<file path="src/rtl/uart_rx_deframer.sv">
// uart_rx_deframer: receive-side UART framing engine.
// Synchronises rx_in, validates the start bit at its midpoint, shifts in
// LSB-first data on baud_tick-paced mid-bit samples, checks the stop bit and
// presents each word with a one-cycle data_valid strobe plus error flags.
//
// Ports:
//   clk, rst_n    - system clock, asynchronous active-low reset
//   baud_tick     - single-cycle enable, OVERSAMPLE x bit rate
//   rx_in         - asynchronous serial line, idles high
//   data_out      - last received data word (held until next strobe)
//   data_valid    - one-cycle strobe when data_out and flags update
//   frame_err     - stop bit sampled low on the last frame
//   parity_err    - even-parity mismatch on the last frame
//   busy          - high whenever the receiver is not idle
//
// Build option: define UART_RX_PARITY_EN to expect one even-parity bit
// between the data bits and the stop bit; otherwise parity_err is tied to 0.
module uart_rx_deframer #(
  parameter int unsigned DATA_BITS  = 8,
  parameter int unsigned OVERSAMPLE = 16
) (
  input  logic                 clk,
  input  logic                 rst_n,
  input  logic                 baud_tick,
  input  logic                 rx_in,
  output logic [DATA_BITS-1:0] data_out,
  output logic                 data_valid,
  output logic                 frame_err,
  output logic                 parity_err,
  output logic                 busy
);

  localparam int unsigned TW = $clog2(OVERSAMPLE);
  localparam int unsigned BW = $clog2(DATA_BITS);
  localparam logic [TW-1:0] TICK_MID  = TW'(OVERSAMPLE / 2 - 1);
  localparam logic [TW-1:0] TICK_LAST = TW'(OVERSAMPLE - 1);
  localparam logic [BW-1:0] BIT_LAST  = BW'(DATA_BITS - 1);

  typedef enum logic [2:0] {
    S_IDLE,
    S_START,
    S_DATA,
`ifdef UART_RX_PARITY_EN
    S_PARITY,
`endif
    S_STOP,
    S_WAIT_HIGH
  } state_e;

  logic [1:0]           sync_q;
  logic                 rx_s;
  state_e               state_q, state_d;
  logic [TW-1:0]        tick_cnt_q, tick_cnt_d;
  logic [BW-1:0]        bit_cnt_q, bit_cnt_d;
  logic [DATA_BITS-1:0] shift_q, shift_d;
  logic [DATA_BITS-1:0] data_q, data_d;
  logic                 valid_q, valid_d;
  logic                 ferr_q, ferr_d;
  logic                 busy_q, busy_d;
`ifdef UART_RX_PARITY_EN
  logic                 par_bit_q, par_bit_d;
  logic                 perr_q, perr_d;
`endif

  // Two-flop synchroniser; resets to the idle line level.
  always_ff @(posedge clk or negedge rst_n) begin
    if (!rst_n) sync_q <= 2'b11;
    else        sync_q <= {sync_q[0], rx_in};
  end
  assign rx_s = sync_q[1];

  // Next-state, counters, shift register and registered output values.
  always_comb begin
    state_d    = state_q;
    tick_cnt_d = tick_cnt_q;
    bit_cnt_d  = bit_cnt_q;
    shift_d    = shift_q;
    data_d     = data_q;
    valid_d    = 1'b0;
    ferr_d     = ferr_q;
`ifdef UART_RX_PARITY_EN
    par_bit_d  = par_bit_q;
    perr_d     = perr_q;
`endif
    if (baud_tick) begin
      unique case (state_q)
        S_IDLE: begin
          if (!rx_s) begin
            tick_cnt_d = '0;
            state_d    = S_START;
          end
        end
        S_START: begin
          if (tick_cnt_q == TICK_MID) begin
            // Start bit must still be low at its midpoint, else false start.
            if (!rx_s) begin
              tick_cnt_d = '0;
              bit_cnt_d  = '0;
              state_d    = S_DATA;
            end else begin
              state_d = S_IDLE;
            end
          end else begin
            tick_cnt_d = tick_cnt_q + TW'(1);
          end
        end
        S_DATA: begin
          if (tick_cnt_q == TICK_LAST) begin
            tick_cnt_d = '0;
            shift_d    = {rx_s, shift_q[DATA_BITS-1:1]};
            bit_cnt_d  = bit_cnt_q + BW'(1);
            if (bit_cnt_q == BIT_LAST) begin
`ifdef UART_RX_PARITY_EN
              state_d = S_PARITY;
`else
              state_d = S_STOP;
`endif
            end
          end else begin
            tick_cnt_d = tick_cnt_q + TW'(1);
          end
        end
`ifdef UART_RX_PARITY_EN
        S_PARITY: begin
          if (tick_cnt_q == TICK_LAST) begin
            tick_cnt_d = '0;
            par_bit_d  = rx_s;
            state_d    = S_STOP;
          end else begin
            tick_cnt_d = tick_cnt_q + TW'(1);
          end
        end
`endif
        S_STOP: begin
          if (tick_cnt_q == TICK_LAST) begin
            tick_cnt_d = '0;
            data_d     = shift_q;
            valid_d    = 1'b1;
            ferr_d     = !rx_s;
`ifdef UART_RX_PARITY_EN
            perr_d     = (^shift_q) ^ par_bit_q;
`endif
            // A low stop bit may be a break; wait for the line to recover.
            state_d    = rx_s ? S_IDLE : S_WAIT_HIGH;
          end else begin
            tick_cnt_d = tick_cnt_q + TW'(1);
          end
        end
        S_WAIT_HIGH: begin
          if (rx_s) state_d = S_IDLE;
        end
        default: state_d = S_IDLE;
      endcase
    end
    busy_d = (state_d != S_IDLE);
  end

  // State and output registers.
  always_ff @(posedge clk or negedge rst_n) begin
    if (!rst_n) begin
      state_q    <= S_IDLE;
      tick_cnt_q <= '0;
      bit_cnt_q  <= '0;
      shift_q    <= '0;
      data_q     <= '0;
      valid_q    <= 1'b0;
      ferr_q     <= 1'b0;
      busy_q     <= 1'b0;
`ifdef UART_RX_PARITY_EN
      par_bit_q  <= 1'b0;
      perr_q     <= 1'b0;
`endif
    end else begin
      state_q    <= state_d;
      tick_cnt_q <= tick_cnt_d;
      bit_cnt_q  <= bit_cnt_d;
      shift_q    <= shift_d;
      data_q     <= data_d;
      valid_q    <= valid_d;
      ferr_q     <= ferr_d;
      busy_q     <= busy_d;
`ifdef UART_RX_PARITY_EN
      par_bit_q  <= par_bit_d;
      perr_q     <= perr_d;
`endif
    end
  end

  assign data_out   = data_q;
  assign data_valid = valid_q;
  assign frame_err  = ferr_q;
  assign busy       = busy_q;
`ifdef UART_RX_PARITY_EN
  assign parity_err = perr_q;
`else
  assign parity_err = 1'b0;
`endif

endmodule

</file>
<file path="config.mk">
export PLATFORM = sky130hd
export DESIGN_NAME = uart_rx_deframer
export DESIGN_NICKNAME = d
export VERILOG_FILES = /design/src/rtl/uart_rx_deframer.sv
export SDC_FILE = /design/constraint.sdc
export NUM_CORES = 1
export LEC_CHECK = 0
export CORE_MARGIN = 3
export CORE_UTILIZATION = 40
export CTS_CLUSTER_DIAMETER = 120
export DETAILED_ROUTE_END_ITERATION = 10
export PLACE_DENSITY = 0.6
export SETUP_SLACK_MARGIN = 0.15
export SYNTH_ARGS = -nofsm -noshare
export SYNTH_HDL_FRONTEND = slang
export SYNTH_SLANG_ARGS = --single-unit
</file>
<file path="constraint.sdc">
create_clock -name clk -period 2.4 [get_ports clk]
set_clock_uncertainty 0.05 [all_clocks]
set_input_delay 0.36 -clock clk [delete_from_list [all_inputs] [get_ports clk]]
set_output_delay 0.36 -clock clk [all_outputs]
set_load 0.02 [all_outputs]
</file>
==> flow_summary.ini, run 1 <==
[floorplanning]
rows = 21
dieArea_um2 = 4360
die_h_um = 66.1
core_um2 = 3420
dieWidth_um = 66.1
io_pins = 16
initial_core_util = 0.422

[clock_tree]
tritoncts.num_buffers = 5
htreeDepth = 2
root_buffer = clkbuf_4
ctsHoldBuffers = 0
clock_sinks = 31
clock_latency_ns = 0.33
cts_resized = 0
cts_tree = yes
path_clk_slew_ns = 0.10
post-cts-setup-buffers = 0
clockBufferDepth = 2

[pwr]
p_sw_frac = 0.283
p_clk_frac = 0.326
p_int_mw = 0.930
power_mw = 1.30
peakVddDrop_mv = 0.480
power.share.sequential = 0.494
power.share.combinational = 0.180
p_per_area_nw_per_um2 = 766
p_leak_nw = 0.792
power.switching_mw = 0.366

[timing]
rsz0062_at_grt = false
fin_crit_sh = 0.771
tns_ns = 0
setup_viol = 0
hold_viol = 0
max_clock_freq_mhz = 540
slew_violations = 0
finalCriticalPeriod_ns = 1.85

[yosys]
syn_inst = 125
synth_area_per_cell_um2 = 11.5
synth_edf_count = 0
synth_fp_nets = 132
synth_top_area_share = 0.503
yosys_warnings = 0
ys_types = 40
synth_area_um2 = 1440
ys.flop_type = dfrtp_1
yosys_register_bits = 31
seq_area_frac_synth = 0.539
yosysTopAreaCell = dfrtp_1
synthArstFlopShare = 1.00
ys_top_cells_by_area = dfrtp_1, nand2_1, mux2_2

[setup_path]
cp-end-kind = register
worst-path-max-fanout = 5
cp.required_ns = 2.55
cp-start-kind = register
cpPeakStageDelay_ns = 0.41
critPathTopFamily = simple AND/OR/NAND/NOR gates
critPathBufInv = 0
crit_chain = ha_1 -> nand3b_1 -> a311oi_2 -> a32oi_1 -> or3_1
cp_data_arrival_time_ns = 2.00
cpMaxStageDelayCell = dfrtp_1
criticalPathCategory = register to register

[final_layout]
area_delta_synth_final_pct = 17.3
antenna_cells = 0
fin_nets = 150
drive_gt1_frac = 0.222
regArea_um2 = 778
multi_input_area_um2 = 597
fillers = 320

[route]
final_antenna_net_count = 0
drt_iter0_drc = 25
firstDrtPassIters = 4
vias = 980
viasPerCell = 5.16
drc = 0
detail_route.wl_per_cell_um = 13.4
wirelength_um = 2550

[grt]
grt_pass1_vias = 979
grt.total_usage = 0.139
grt_overflow = 0
grt_first_pass_wirelength_um = 4530
grt_start_max_net_pins = 32
antenna_found_initial = 0

[placed_design]
gp_congestion = 0.800
port_buffers = 14
place_hpwl_um = 1760

[job]
cap_violations = 0

[worst_hold_path]
hold_class = register to register

[outcome]
status = completed
## power by group through the flow
stage | logic (mW) | registers, mW | clock network [mW]
finish | 0.233 | 0.640 | 0.423
detailed placement | 0.233 | 0.647 | 0
global placement | 0.227 | 0.647 | 0
CTS | 0.236 | 0.639 | 0.438
global route | 0.259 | 0.648 | 0.461
floorplan | 0.196 | 0.626 | 0
## final cells by class
| type | count | share of cell area |
|---|---|---|
| Tap cell | 46 | 0.0340 |
| Clock buffer | 6 | 0.0303 |
| Timing Repair Buffer | 17 | 0.0961 |
| Sequential cell | 31 | 0.460 |
| Inverter | 3 | 0.00665 |
| Clock inverter | 2 | 0.0207 |
| Multi-Input combinational cell | 85 | 0.353 |
## cells in the mapped netlist (3+ instances only)
| cell type | instances |
|---|---|
| a22o_1 | 3 |
| dfrtp_1 | 29 |
| ha_1 | 3 |
| mux2_2 | 9 |
| nand2_1 | 29 |
| nand2b_1 | 3 |
| nand3_1 | 3 |
| nor2_1 | 4 |
| o21ai_0 | 3 |
## layout by cell type (no fill, tap or decap), types with 2 or more instances in the layout
cell type / instances
nor2_1: 4
nand2_1: 29
clkdlybuf4s50_1: 14
dfstp_2: 2
buf_4: 3
mux2_2: 9
a22o_1: 3
nor4b_1: 2
nand3_2: 2
o21ai_0: 3
nand3b_1: 2
a32o_1: 2
nand2b_1: 3
ha_1: 3
nand3_1: 3
clkbuf_4: 5
dfrtp_1: 29
inv_1: 2
## per-stage QoR
stage	hold WS, ns	utilization	std cells	area (µm²)	worst slack (ns)
floorplan	0.0144	-	125	1440	0.694
global placement	0.296	0.470	182	1610	0.461
detailed placement	0.298	0.470	182	1610	0.409
CTS	0.312	0.496	190	1690	0.552
global route	0.317	0.496	190	1690	0.432
finish	0.311	0.496	190	1690	0.549
## flip-flops by register name, indices dropped and copies added (netlist names)
signal	count
bit_cnt_q	3
busy	1
data_out	8
data_valid	1
frame_err	1
shift_q	8
state_q	3
sync_q	2
tick_cnt_q	4
## final timing paths
check                      cells past startpoint  slack [ns]           from            end
hold / removal                                 0        0.31      sync_q[0]      sync_q[1]
setup reg to reg                               5        0.55  tick_cnt_q[0]           busy
min in group asynchronous                      2        0.36          rst_n  tick_cnt_q[3]
hold reg to reg                                0        0.31      sync_q[0]      sync_q[1]
max in group asynchronous                      2        1.62          rst_n      sync_q[0]
setup / recovery                               5        0.55  tick_cnt_q[0]           busy
## per-layer routing
| layer | GRT usage | share of wire | vias to the layer above |
|---|---|---|---|
| li1 | - | - | 479 |
| met1 | 0.178 | 0.48 | 479 |
| met2 | 0.212 | 0.46 | 17 |
| met3 | 0.0561 | 0.044 | 5 |
| met4 | 0.0457 | 0.016 | 0 |
| met5 | 0 | 0 | - |
## kinds of logic after synthesis
logic type / count (synthesis) / synth area share
DFF: 31 / 0.539
other: 1 / 0.00260
buffers and inverters: 9 / 0.0468
adders and majority gates: 3 / 0.0260
muxes: 9 / 0.0703
AOI/OAI and AO/OA: 18 / 0.113
and+or+nand+nor: 54 / 0.202
## worst reg2reg max path, stage by stage, from the launching register on
cell	delay, ns
dfrtp_1	0.41
ha_1	0.27
nand3b_1	0.19
a311oi_2	0.28
a32oi_1	0.14
or3_1	0.39
Power figures use the tool's default switching activity.
==> run 2, diff against run 1 <==
clock period = 1.74 ns   (was 2.4 ns; I/O delays follow)
==> flow_summary.ini, run 2 (synthesis gave the netlist of run 1 again) <==
[final_layout]
final_cell_mix = nand2_1, buf_4, dfrtp_1, dlygate4sd2_1, mux2_4
fillers = 304
regArea_um2 = 781
multi_input_area_um2 = 671
fin_nets = 176
drive_gt1_frac = 0.376
stdcell_count = 216
area_delta_synth_final_pct = 36.7
antenna_cells = 0

[floorplanning]
io_pins = 16
rows = 21
die_h_um = 66.1
dieWidth_um = 66.1
dieArea_um2 = 4360
initial_core_util = 0.422
core_um2 = 3420

[timing]
fin_crit_sh = 0.962
hold_viol = 0
fin_hold_ws_ns = 0.262
finalCriticalPeriod_ns = 1.67
setup_viol = 0
slew_violations = 0
rsz0062_at_grt = true
max_clock_freq_mhz = 597

[clock_tree]
root_buffer = clkbuf_4
path_clk_slew_ns = 0.11
tritoncts.num_buffers = 5
clockBufferDepth = 2
clock_latency_ns = 0.33
cts_tree = yes
ctsHoldBuffers = 0
clock_sinks = 31
htreeDepth = 2

[pwr]
p_leak_nw = 1.01
p_per_area_nw_per_um2 = 1010
peakVddDrop_mv = 0.514

[placed_design]
gp_congestion = 0.885
port_buffers = 14
place_hpwl_um = 2030
placed_cells = 196

[grt]
met2_usage = 0.235
grt_first_pass_wirelength_um = 4890
gr-usage-met3 = 0.0476
grt_pass1_vias = 1087
antenna_found_initial = 0
grt_start_max_net_pins = 32
top_usage_layer = met2
grt.total_usage = 0.150
grt_overflow = 0
use_met1 = 0.187

[route]
drt_iter0_drc = 37
drc = 0
viasPerCell = 5.04
detail_route.wl_per_cell_um = 13.5
vias = 1088
wirelength_um = 2920
firstDrtPassIters = 4
final_antenna_net_count = 0

[outcome]
status = completed

[setup_path]
cp-end-kind = register
worst-path-max-fanout = 5
cp.required_ns = 1.90
crit-reg2reg-launch = tick_cnt_q[1]
cp-start-kind = register
cp_data_arrival_time_ns = 1.84
cpPeakStageDelay_ns = 0.40
cpMaxStageDelayCell = dfrtp_1
criticalPathCategory = register to register
crit_chain = ha_4 -> nand3_4 -> nor4_4 -> buf_4 -> mux2_4
startpoint = tick_cnt_q[1]

[job]
cap_violations = 0

[worst_hold_path]
hold_class = input pin to async pin
==> run 2: changes by cell type in the layout (fill, tap and decap cells not counted), moves of 2 or more <==
cell,delta
dlymetal6s2s_1,+2
dfrtp_1,-2
mux2_4,+8
mux2_2,-8
clkdlybuf4s50_1,-11
buf_4,+25
dfrtp_2,+2
dlygate4sd2_1,+9
==> run 2: layer usage <==
layer	part of all wire	routed length, µm
met1	0.45	1320
met2	0.48	1400
met3	0.046	133
met4	0.024	69
met5	0	0
==> run 2: path summary, 6_finish.rpt <==
path / slack (ns) / end / cells past startpoint
min in group clk: 0.29 / sync_q[0] / 1
max in group asynchronous: 1.05 / sync_q[0] / 2
worst min-delay path: 0.26 / data_valid / 2
worst max register to register: 0.07 / shift_q[6] / 5
worst max-delay path: 0.07 / shift_q[6] / 5
worst min register to register: 0.31 / sync_q[1] / 0
==> run 2: cell type report <==
cell class | count | share of cell area
flip-flops and latches | 31 | 0.396
clock buffers | 6 | 0.0260
clock inverters | 2 | 0.0178
multi-input cells | 85 | 0.340
repair buffers | 43 | 0.185
inverters | 3 | 0.00635
well taps | 46 | 0.0292
==> run 2: repair_timing <==
action | in CTS | in global routing
resized for setup | 11 | 8
endpoints found under the setup margin | 32 | 27
buffers inserted | 5 | 7
pin swaps | 7 | 8
==> run 2: power breakdown <==
group	internal [mW]	switching [mW]
clock network	0.339	0.250
registers	0.786	0.0728
logic	0.301	0.251
==> run 2: stage by stage <==
step           area, µm²  setup TNS (ns)   util  total power [mW]  setup slack (ns)
6_report            1970               0  0.577              2.00            0.0661
5_1_grt             1970         -0.0599  0.577              2.11           -0.0164
4_1_cts             1890               0  0.555              1.96            0.0621
3_5_place_dp        1780           -1.93  0.521              1.33            -0.145
3_3_place_gp        1780           -1.01  0.521              1.31           -0.0956
2_1_floorplan       1500               0      -              1.16             0.116
==> run 2: critical path, delay by kind of cell, from the launching register on <==
family	cells	cell delay (ns)
simple gates	2	0.41
buf+inv	1	0.21
fa+ha+maj	1	0.18
flops	1	0.40
mux	1	0.30
==> run 3, diff against run 2 <==
CAP_MARGIN = 20   (was default)
==> results of run 3 <==
Same layout as run 2: the final DEF is identical, and so are final timing and power.
